<file path="src/rtl/ps2_pkg.sv">
// Shared definitions for the PS/2 keyboard front end: decoder states,
// modifier/prefix scancodes and status register bit positions.
package ps2_pkg;

    typedef enum logic [1:0] {
        ST_NORMAL = 2'd0,
        ST_F0     = 2'd1,
        ST_E0     = 2'd2,
        ST_E0F0   = 2'd3
    } dec_state_t;

    localparam logic [7:0] SC_LSHIFT = 8'h12;
    localparam logic [7:0] SC_RSHIFT = 8'h59;
    localparam logic [7:0] SC_CTRL   = 8'h14;
    localparam logic [7:0] SC_CAPS   = 8'h58;
    localparam logic [7:0] SC_BREAK  = 8'hF0;
    localparam logic [7:0] SC_EXT    = 8'hE0;

    localparam int STAT_READY   = 7;
    localparam int STAT_FULL    = 6;
    localparam int STAT_OVERRUN = 5;
    localparam int STAT_PAR_ERR = 4;
    localparam int STAT_FRM_ERR = 3;

endpackage

</file>
<file path="src/rtl/ps2_scan2ascii.sv">
// Combinational scan-set-2 make code to ASCII translation (US layout).
module ps2_scan2ascii
  import ps2_pkg::*;
#(
  parameter bit LOWERCASE = 1'b0
) (
  input  logic [7:0] code,
  input  logic       shift,
  input  logic       caps,
  input  logic       ctrl,
  output logic [6:0] ascii,
  output logic       valid
);

  logic [7:0] up;
  logic [7:0] pl;
  logic [7:0] ps;
  logic [7:0] ch;

  // Letters are stored upper case; case and ctrl are applied afterwards.
  always_comb begin
    up = 8'h00;
    case (code)
      8'h1C: up = "A";  8'h32: up = "B";  8'h21: up = "C";  8'h23: up = "D";
      8'h24: up = "E";  8'h2B: up = "F";  8'h34: up = "G";  8'h33: up = "H";
      8'h43: up = "I";  8'h3B: up = "J";  8'h42: up = "K";  8'h4B: up = "L";
      8'h3A: up = "M";  8'h31: up = "N";  8'h44: up = "O";  8'h4D: up = "P";
      8'h15: up = "Q";  8'h2D: up = "R";  8'h1B: up = "S";  8'h2C: up = "T";
      8'h3C: up = "U";  8'h2A: up = "V";  8'h1D: up = "W";  8'h22: up = "X";
      8'h35: up = "Y";  8'h1A: up = "Z";
      default: up = 8'h00;
    endcase
  end

  always_comb begin
    pl = 8'h00;
    ps = 8'h00;
    case (code)
      8'h45: {pl, ps} = {"0", ")"};
      8'h16: {pl, ps} = {"1", "!"};
      8'h1E: {pl, ps} = {"2", "@"};
      8'h26: {pl, ps} = {"3", "#"};
      8'h25: {pl, ps} = {"4", "$"};
      8'h2E: {pl, ps} = {"5", "%"};
      8'h36: {pl, ps} = {"6", "^"};
      8'h3D: {pl, ps} = {"7", "&"};
      8'h3E: {pl, ps} = {"8", "*"};
      8'h46: {pl, ps} = {"9", "("};
      8'h0E: {pl, ps} = {8'h60, "~"};
      8'h4E: {pl, ps} = {"-", "_"};
      8'h55: {pl, ps} = {"=", "+"};
      8'h5D: {pl, ps} = {"\\", "|"};
      8'h54: {pl, ps} = {"[", "{"};
      8'h5B: {pl, ps} = {"]", "}"};
      8'h4C: {pl, ps} = {";", ":"};
      8'h52: {pl, ps} = {"'", "\""};
      8'h41: {pl, ps} = {",", "<"};
      8'h49: {pl, ps} = {".", ">"};
      8'h4A: {pl, ps} = {"/", "?"};
      8'h5A: {pl, ps} = {8'h0D, 8'h0D};
      8'h66: {pl, ps} = {8'h08, 8'h08};
      8'h29: {pl, ps} = {8'h20, 8'h20};
      8'h76: {pl, ps} = {8'h1B, 8'h1B};
      default: {pl, ps} = 16'h0000;
    endcase
  end

  always_comb begin
    ch    = 8'h00;
    valid = 1'b0;
    if (up != 8'h00) begin
      valid = 1'b1;
      if (ctrl)
        ch = up & 8'h1F;
      else if (LOWERCASE && !(shift ^ caps))
        ch = up | 8'h20;
      else
        ch = up;
    end else if (pl != 8'h00) begin
      valid = 1'b1;
      ch    = shift ? ps : pl;
    end
    ascii = ch[6:0];
  end

endmodule

</file>
<file path="src/rtl/ps2_kbd_fifo.sv">
// PS/2 keyboard receiver: sync + clock filter, frame capture, scancode
// decoder with modifiers, ASCII FIFO and a chip-select read port.
module ps2_kbd_fifo
    import ps2_pkg::*;
#(
    parameter int FIFO_DEPTH     = 8,
    parameter int FILTER_LEN     = 8,
    parameter int TIMEOUT_CYCLES = 25000,
    parameter int LOWERCASE      = 0
) (
    input  logic       clk25,
    input  logic       rst,
    input  logic       key_clk,
    input  logic       key_din,
    input  logic       cs,
    input  logic [1:0] address,
    output logic [7:0] dout
);

    localparam int PW  = $clog2(FIFO_DEPTH);
    localparam int CW  = PW + 1;
    localparam int FLW = $clog2(FILTER_LEN + 1);
    localparam int TW  = $clog2(TIMEOUT_CYCLES + 1);

    logic kc_s1, kc_s2, kd_s1, kd_s2, filt, filt_d;
    logic [FLW-1:0] flt_cnt;
    logic [9:0] shreg;
    logic [3:0] bit_cnt;
    logic [TW-1:0] to_cnt;
    logic scan_valid, par_evt, frm_evt;
    logic [7:0] scan_code;
    dec_state_t state;
    logic lshift, rshift, ctrl_l, ctrl_r, caps;
    logic push_vld;
    logic [6:0] push_char;
    logic [6:0] mem [FIFO_DEPTH];
    logic [PW-1:0] wr_ptr, rd_ptr;
    logic [CW-1:0] count;
    logic cs_d, overrun, par_err, frm_err;
    logic [7:0] err_cnt;
    logic [6:0] tr_ascii;
    logic tr_valid;

    wire fall     = filt_d & ~filt;
    wire [10:0] frame = {kd_s2, shreg};
    wire shift    = lshift | rshift;
    wire ctrl     = ctrl_l | ctrl_r;
    wire is_full  = (count == CW'(FIFO_DEPTH));
    wire is_empty = (count == '0);

    // Read handshake: an access is the first clk25 cycle with cs high;
    // dout is loaded on that edge and held until the next access.
    wire access   = cs & ~cs_d;
    wire pop      = access && (address == 2'd0) && !is_empty;
    wire push_ok  = push_vld && (!is_full || pop);
    wire ovr_evt  = push_vld && is_full && !pop;
    wire stat_clr = access && (address == 2'd1);

    ps2_scan2ascii #(.LOWERCASE(LOWERCASE != 0)) u_xlat (
        .code  (scan_code),
        .shift (shift),
        .caps  (caps),
        .ctrl  (ctrl),
        .ascii (tr_ascii),
        .valid (tr_valid)
    );

    // Filtered clock starts high so reset release never looks like an edge.
    always_ff @(posedge clk25 or posedge rst) begin
        if (rst) begin
            {kc_s1, kc_s2, kd_s1, kd_s2} <= 4'b1111;
            filt    <= 1'b1;
            filt_d  <= 1'b1;
            flt_cnt <= '0;
        end else begin
            {kc_s1, kc_s2} <= {key_clk, kc_s1};
            {kd_s1, kd_s2} <= {key_din, kd_s1};
            filt_d         <= filt;
            if (kc_s2 == filt) begin
                flt_cnt <= '0;
            end else if (flt_cnt == FLW'(FILTER_LEN - 1)) begin
                filt    <= kc_s2;
                flt_cnt <= '0;
            end else begin
                flt_cnt <= flt_cnt + 1'b1;
            end
        end
    end

    always_ff @(posedge clk25 or posedge rst) begin
        if (rst) begin
            shreg      <= '0;
            bit_cnt    <= '0;
            to_cnt     <= '0;
            scan_valid <= 1'b0;
            scan_code  <= '0;
            par_evt    <= 1'b0;
            frm_evt    <= 1'b0;
        end else begin
            scan_valid <= 1'b0;
            par_evt    <= 1'b0;
            frm_evt    <= 1'b0;
            if (fall) begin
                to_cnt <= '0;
                if (bit_cnt == 4'd10) begin
                    bit_cnt <= '0;
                    if (frame[0] || !frame[10]) begin
                        frm_evt <= 1'b1;
                    end else if (!(^frame[9:1])) begin
                        par_evt <= 1'b1;
                    end else begin
                        scan_valid <= 1'b1;
                        scan_code  <= frame[8:1];
                    end
                end else begin
                    bit_cnt <= bit_cnt + 1'b1;
                    shreg   <= {kd_s2, shreg[9:1]};
                end
            end else if (bit_cnt != '0) begin
                if (to_cnt == TW'(TIMEOUT_CYCLES - 1)) begin
                    bit_cnt <= '0;
                    to_cnt  <= '0;
                    frm_evt <= 1'b1;
                end else begin
                    to_cnt <= to_cnt + 1'b1;
                end
            end else begin
                to_cnt <= '0;
            end
        end
    end

    always_ff @(posedge clk25 or posedge rst) begin
        if (rst) begin
            state     <= ST_NORMAL;
            {lshift, rshift, ctrl_l, ctrl_r, caps} <= '0;
            push_vld  <= 1'b0;
            push_char <= '0;
        end else begin
            push_vld <= 1'b0;
            if (scan_valid) begin
                case (state)
                    ST_NORMAL: begin
                        if (scan_code == SC_BREAK)      state <= ST_F0;
                        else if (scan_code == SC_EXT)   state <= ST_E0;
                        else if (scan_code == SC_LSHIFT) lshift <= 1'b1;
                        else if (scan_code == SC_RSHIFT) rshift <= 1'b1;
                        else if (scan_code == SC_CTRL)   ctrl_l <= 1'b1;
                        else if (scan_code == SC_CAPS)   caps   <= ~caps;
                        else if (tr_valid) begin
                            push_vld  <= 1'b1;
                            push_char <= tr_ascii;
                        end
                    end
                    ST_F0: begin
                        state <= ST_NORMAL;
                        if (scan_code == SC_LSHIFT)      lshift <= 1'b0;
                        else if (scan_code == SC_RSHIFT) rshift <= 1'b0;
                        else if (scan_code == SC_CTRL)   ctrl_l <= 1'b0;
                    end
                    ST_E0: begin
                        if (scan_code == SC_BREAK) begin
                            state <= ST_E0F0;
                        end else begin
                            state <= ST_NORMAL;
                            if (scan_code == SC_CTRL) ctrl_r <= 1'b1;
                        end
                    end
                    default: begin
                        state <= ST_NORMAL;
                        if (scan_code == SC_CTRL) ctrl_r <= 1'b0;
                    end
                endcase
            end
        end
    end

    always_ff @(posedge clk25) begin
        if (push_ok) mem[wr_ptr] <= push_char;
    end

    always_ff @(posedge clk25 or posedge rst) begin
        if (rst) begin
            wr_ptr  <= '0;
            rd_ptr  <= '0;
            count   <= '0;
            cs_d    <= 1'b0;
            overrun <= 1'b0;
            par_err <= 1'b0;
            frm_err <= 1'b0;
            err_cnt <= '0;
            dout    <= '0;
        end else begin
            cs_d <= cs;
            if (push_ok) wr_ptr <= wr_ptr + 1'b1;
            if (pop)     rd_ptr <= rd_ptr + 1'b1;
            if (push_ok && !pop)      count <= count + 1'b1;
            else if (pop && !push_ok) count <= count - 1'b1;
            overrun <= (overrun & ~stat_clr) | ovr_evt;
            par_err <= (par_err & ~stat_clr) | par_evt;
            frm_err <= (frm_err & ~stat_clr) | frm_evt;
            if ((par_evt || frm_evt) && err_cnt != 8'hFF) err_cnt <= err_cnt + 1'b1;
            if (access) begin
                case (address)
                    2'd0: dout <= pop ? {1'b1, mem[rd_ptr]} : 8'h00;
                    2'd1: begin
                        dout <= 8'h00;
                        dout[STAT_READY]   <= !is_empty;
                        dout[STAT_FULL]    <= is_full;
                        dout[STAT_OVERRUN] <= overrun;
                        dout[STAT_PAR_ERR] <= par_err;
                        dout[STAT_FRM_ERR] <= frm_err;
                    end
                    2'd2: dout <= err_cnt;
                    default: dout <= {caps, ctrl, rshift, lshift, state, 2'b00};
                endcase
            end
        end
    end

endmodule

</file>
<file path="config.mk">
export PLATFORM = sky130hd
export DESIGN_NAME = ps2_kbd_fifo
export DESIGN_NICKNAME = d
export VERILOG_FILES = /design/src/rtl/ps2_pkg.sv /design/src/rtl/ps2_scan2ascii.sv /design/src/rtl/ps2_kbd_fifo.sv
export SDC_FILE = /design/constraint.sdc
export NUM_CORES = 1
export LEC_CHECK = 0
export ABC_AREA = 1
export BUFFER_PORTS_ARGS = -buffer_cell sky130_fd_sc_hd__buf_2
export CELL_PAD_IN_SITES_DETAIL_PLACEMENT = 0
export CELL_PAD_IN_SITES_GLOBAL_PLACEMENT = 1
export CORE_MARGIN = 2
export CORE_UTILIZATION = 52
export DETAILED_ROUTE_END_ITERATION = 7
export PLACE_DENSITY_LB_ADDON = 0.1
export SYNTH_ARGS = -nofsm -noshare
export SYNTH_HDL_FRONTEND = slang
export SYNTH_SLANG_ARGS = --single-unit
</file>
<file path="constraint.sdc">
create_clock -name clk25 -period 8.2 [get_ports clk25]
set_input_delay 0.41 -clock clk25 [delete_from_list [all_inputs] [get_ports clk25]]
set_output_delay 0.41 -clock clk25 [all_outputs]
set_load 0.005 [all_outputs]
</file>
==> summary.log <==
qor: power.pwr_density_cell 244 nW/µm²
qor: layout.post-route-cell-area 8740 µm²
qor: placement.numPortBuffers 14
qor: synth.synth-seq-cells 151
qor: routing.wire_per_inst 15.7 µm
qor: sta.tightestPinTransition 0.967 ns
qor: synth.synth_cell_types 49
qor: floorplan.core.rowCount 45
qor: synth.synth-edff-count 56
qor: synth.synth_top_area_share 0.282
qor: layout.register_area 4070 µm²
qor: sta.timing_max_transition_violations_final 0
qor: status.failed_checks negative hold slack
qor: sta.max_slew_margin 0.353
qor: clock_network.htree_levels 4
qor: floorplan.placeableCoreArea 15000 µm²
qor: flow_run.cap_viol_max_count 0
qor: synth.synthesis.yosys.warnings 0
qor: synth.synth_largest_area_cell dfrtp_1
qor: synth.post_synth.cell_area_avg 8.46 µm²
qor: floorplan.chipWidth 127 µm
qor: clock_network.post_cts.repair.setup_buffers 0
qor: floorplan.fp.dieH 127 µm
qor: sta.setup_total_negative_slack 0 ns
qor: routing.route.detailed.vias_per_inst 5.43
qor: global_route.grt_remaining_overflow 0
qor: clock_network.cts.hold.buffers_added 0
qor: sta.post_route_worst_hold_slack -0.00443 ns
qor: worst_setup_path.worst_ep_required_time 8.53 ns
qor: synth.synthTopCellsByArea dfrtp_1 (28%), edfxtp_1 (21%), nand2_1 (10%)
qor: worst_setup_path.worst_setup_path_end_kind flip-flop
qor: synth.synth_fp_nets 961
qor: sta.fmax 290 MHz
qor: sta.grt_setup_unrepaired false
qor: clock_network.ctsRootBufferMaster clkbuf_16
qor: power.p_total 0.00213 W
qor: routing.drt_pass1_iterations 5
qor: layout.multi_input_gate_area_in_the_final_layout 3380 µm²
qor: synth.yosys.cell_count.top_type nand2_1
qor: routing.wirelength 18100 µm
qor: sta.final.setup_skew 0.00936 ns
qor: sta.count_of_endpoints_failing_setup_in_the_final_report 0
qor: layout.nNetsFinal 976
qor: clock_network.post_cts_resize_count 0
qor: layout.antennaDiodeCount 0
qor: routing.drt.antenna.violating_nets 0
qor: placement.gp_congestion 0.877
qor: synth.synth-seq-area-share 0.514
qor: clock_network.worstSkewPairLatency 0.41 ns
qor: global_route.grt_start_max_net_pins 62
qor: global_route.gr-usage-all-layers 0.238
qor: synth.cell_area_after_synthesis 7910 µm²
qor: worst_hold_path.holdCritPathClass in -> async
qor: power.maximum_vdd_drop 0.000137 V
qor: clock_network.clkSinkCount 151
qor: worst_setup_path.worst-path-max-fanout 13
qor: synth.synthCells 935
qor: routing.drt_drc_violations_left 0
qor: clock_network.cts_made_buffers 17
qor: worst_setup_path.worstSetupStartpointType flip-flop
qor: global_route.antenna_violations_before_repair 0
qor: status.status finished, violations left
qor: placement.hpwl 13100 µm
qor: sta.hold_viol_final 4
qor: global_route.first_pass_grt_wire_length 30600 µm
qor: placement.dpl_cell_area 8140 µm²
qor: worst_setup_path.critPathKind reg -> reg
qor: layout.areaGrowthSynthToFinish 10.6%
qor: synth.synth_flop_cell dfrtp_1
qor: floorplan.floorplan.die_area 16200 µm²
qor: layout.n_fill_cell 1362
qor: synth.synth_async_sr_flop_share 0.629
qor: routing.drt_first_iter_violations 468
qor: clock_network.clkSlewWorstSetupHoldPaths 0.06 ns
qor: floorplan.initial_utilization 0.526
qor: layout.post_route_cells_drive_above_1_share 0.0903
qor: floorplan.design.portCount 15
qor: sta.fin_crit_sh 0.420
qor: worst_setup_path.critical_path_arrival 3.77 ns
qor: routing.detailroute.via_count 6254
qor: power.cellLeakagePower 4.14 nW
qor: synth.synth_common_cells nand2_1 (218), nor2_1 (131), dfrtp_1 (89), inv_1 (86), nand3_1 (79)
qor: global_route.first_global_vias 6097
qor: clock_network.cts_buffer_depth 2
qor: clock_network.cts_tree done
qor: sta.time_the_worst_path_needs_with_i_o_delays_and_setup 3.44 ns
==> routing by layer <==
metal  track usage  vias to the layer above  routed length, µm
li1              -                     3140                  -
met1         0.329                     2964               8320
met2         0.390                      133               8740
met3        0.0410                       17                727
met4        0.0705                        0                277
met5             0                        -                  0
==> registers in the layout, summed over array words and instances, names as in the netlist, 2 cells and up <==
| register | cells |
|---|---|
| push_char | 7 |
| shreg | 10 |
| to_cnt | 15 |
| scan_code | 8 |
| rd_ptr | 3 |
| count | 4 |
| dout | 8 |
| wr_ptr | 3 |
| state | 2 |
| err_cnt | 8 |
| flt_cnt | 4 |
| bit_cnt | 4 |
| mem | 56 |
==> area by class of cell <==
cell class | instances | share of cell area
clock buffers | 19 | 0.0518
clock inverters | 13 | 0.0177
inverters | 99 | 0.0432
multi-input cells | 666 | 0.386
flip-flops and latches | 151 | 0.465
well taps | 188 | 0.0269
repair buffers | 15 | 0.00887
==> placed cells by master (no fill, tap or decap), types with 3 or more instances in the layout <==
master | netlist | routed
dfrtp_1 | 89 | 89
o221ai_1 | 10 | 10
nor2_1 | 131 | 131
a21oi_1 | 19 | 19
clkinv_1 | 2 | 3
nand2_1 | 218 | 218
nand3_1 | 79 | 79
a31oi_1 | 4 | 4
inv_8 | 0 | 3
ha_1 | 18 | 18
nand2_2 | 4 | 4
nand3b_1 | 3 | 3
o21ai_1 | 10 | 10
nor3b_1 | 3 | 3
nor3_1 | 10 | 10
dfstp_2 | 6 | 6
buf_2 | 6 | 14
nand4_1 | 11 | 11
o21ai_0 | 71 | 71
o22ai_1 | 6 | 6
xor2_1 | 15 | 15
o211ai_1 | 5 | 5
nor2_2 | 4 | 4
inv_2 | 9 | 9
inv_6 | 0 | 5
clkbuf_16 | 0 | 17
inv_1 | 86 | 85
xnor2_1 | 12 | 12
nand2_4 | 5 | 5
edfxtp_1 | 56 | 56
==> where the power goes <==
| part | switching (W) | internal, W |
|---|---|---|
| logic | 0.000246 | 0.000151 |
| clock network | 0.000319 | 0.000475 |
| registers | 0.0000919 | 0.000849 |
==> worst max-delay path, cell delays in order, from the launching register on <==
cell	delay, ns
dfrtp_1	0.36
nor2_1	0.48
nand3_1	0.25
nor2_1	0.75
inv_1	0.11
ha_1	0.27
inv_1	0.12
ha_1	0.24
a21o_1	0.18
a21oi_1	0.19
nor2_1	0.08
nor2_1	0.15
xor2_1	0.17
==> cells by family after synthesis <==
family / Yosys count / synth area share
adders and majority gates: 19 / 0.0310
xor gates and xnor gates: 27 / 0.0299
buffers and inverters: 118 / 0.0584
AOI/OAI and AO/OA: 135 / 0.0968
muxes: 1 / 0.00142
and+or+nand+nor: 484 / 0.268
DFF: 151 / 0.514
==> metrics by stage <==
stage               setup slack, ns  utilization  std cells
floorplan                      5.32            -        935
global placement               4.85        0.541       1119
detailed placement             4.66        0.541       1119
CTS                            4.79        0.582       1151
global route                   4.47        0.582       1151
finish                         4.76        0.582       1151
==> path summary, 6_finish.rpt <==
| check | start | to | slack [ns] | depth (start not counted) |
|---|---|---|---|---|
| min in group clk25 | key_din | kd_s1 | 0.09 | 1 |
| worst min-delay path | rst | to_cnt[9] | -0.004 | 2 |
| max in group asynchronous | rst | dout[2] | 7.07 | 3 |
| worst max register to register | cs_d | count[3] | 4.76 | 12 |
| worst max-delay path | cs_d | count[3] | 4.76 | 12 |
| worst min register to register | kd_s1 | kd_s2 | 0.36 | 0 |
No activity file was read; power rests on OpenSTA's default activity.
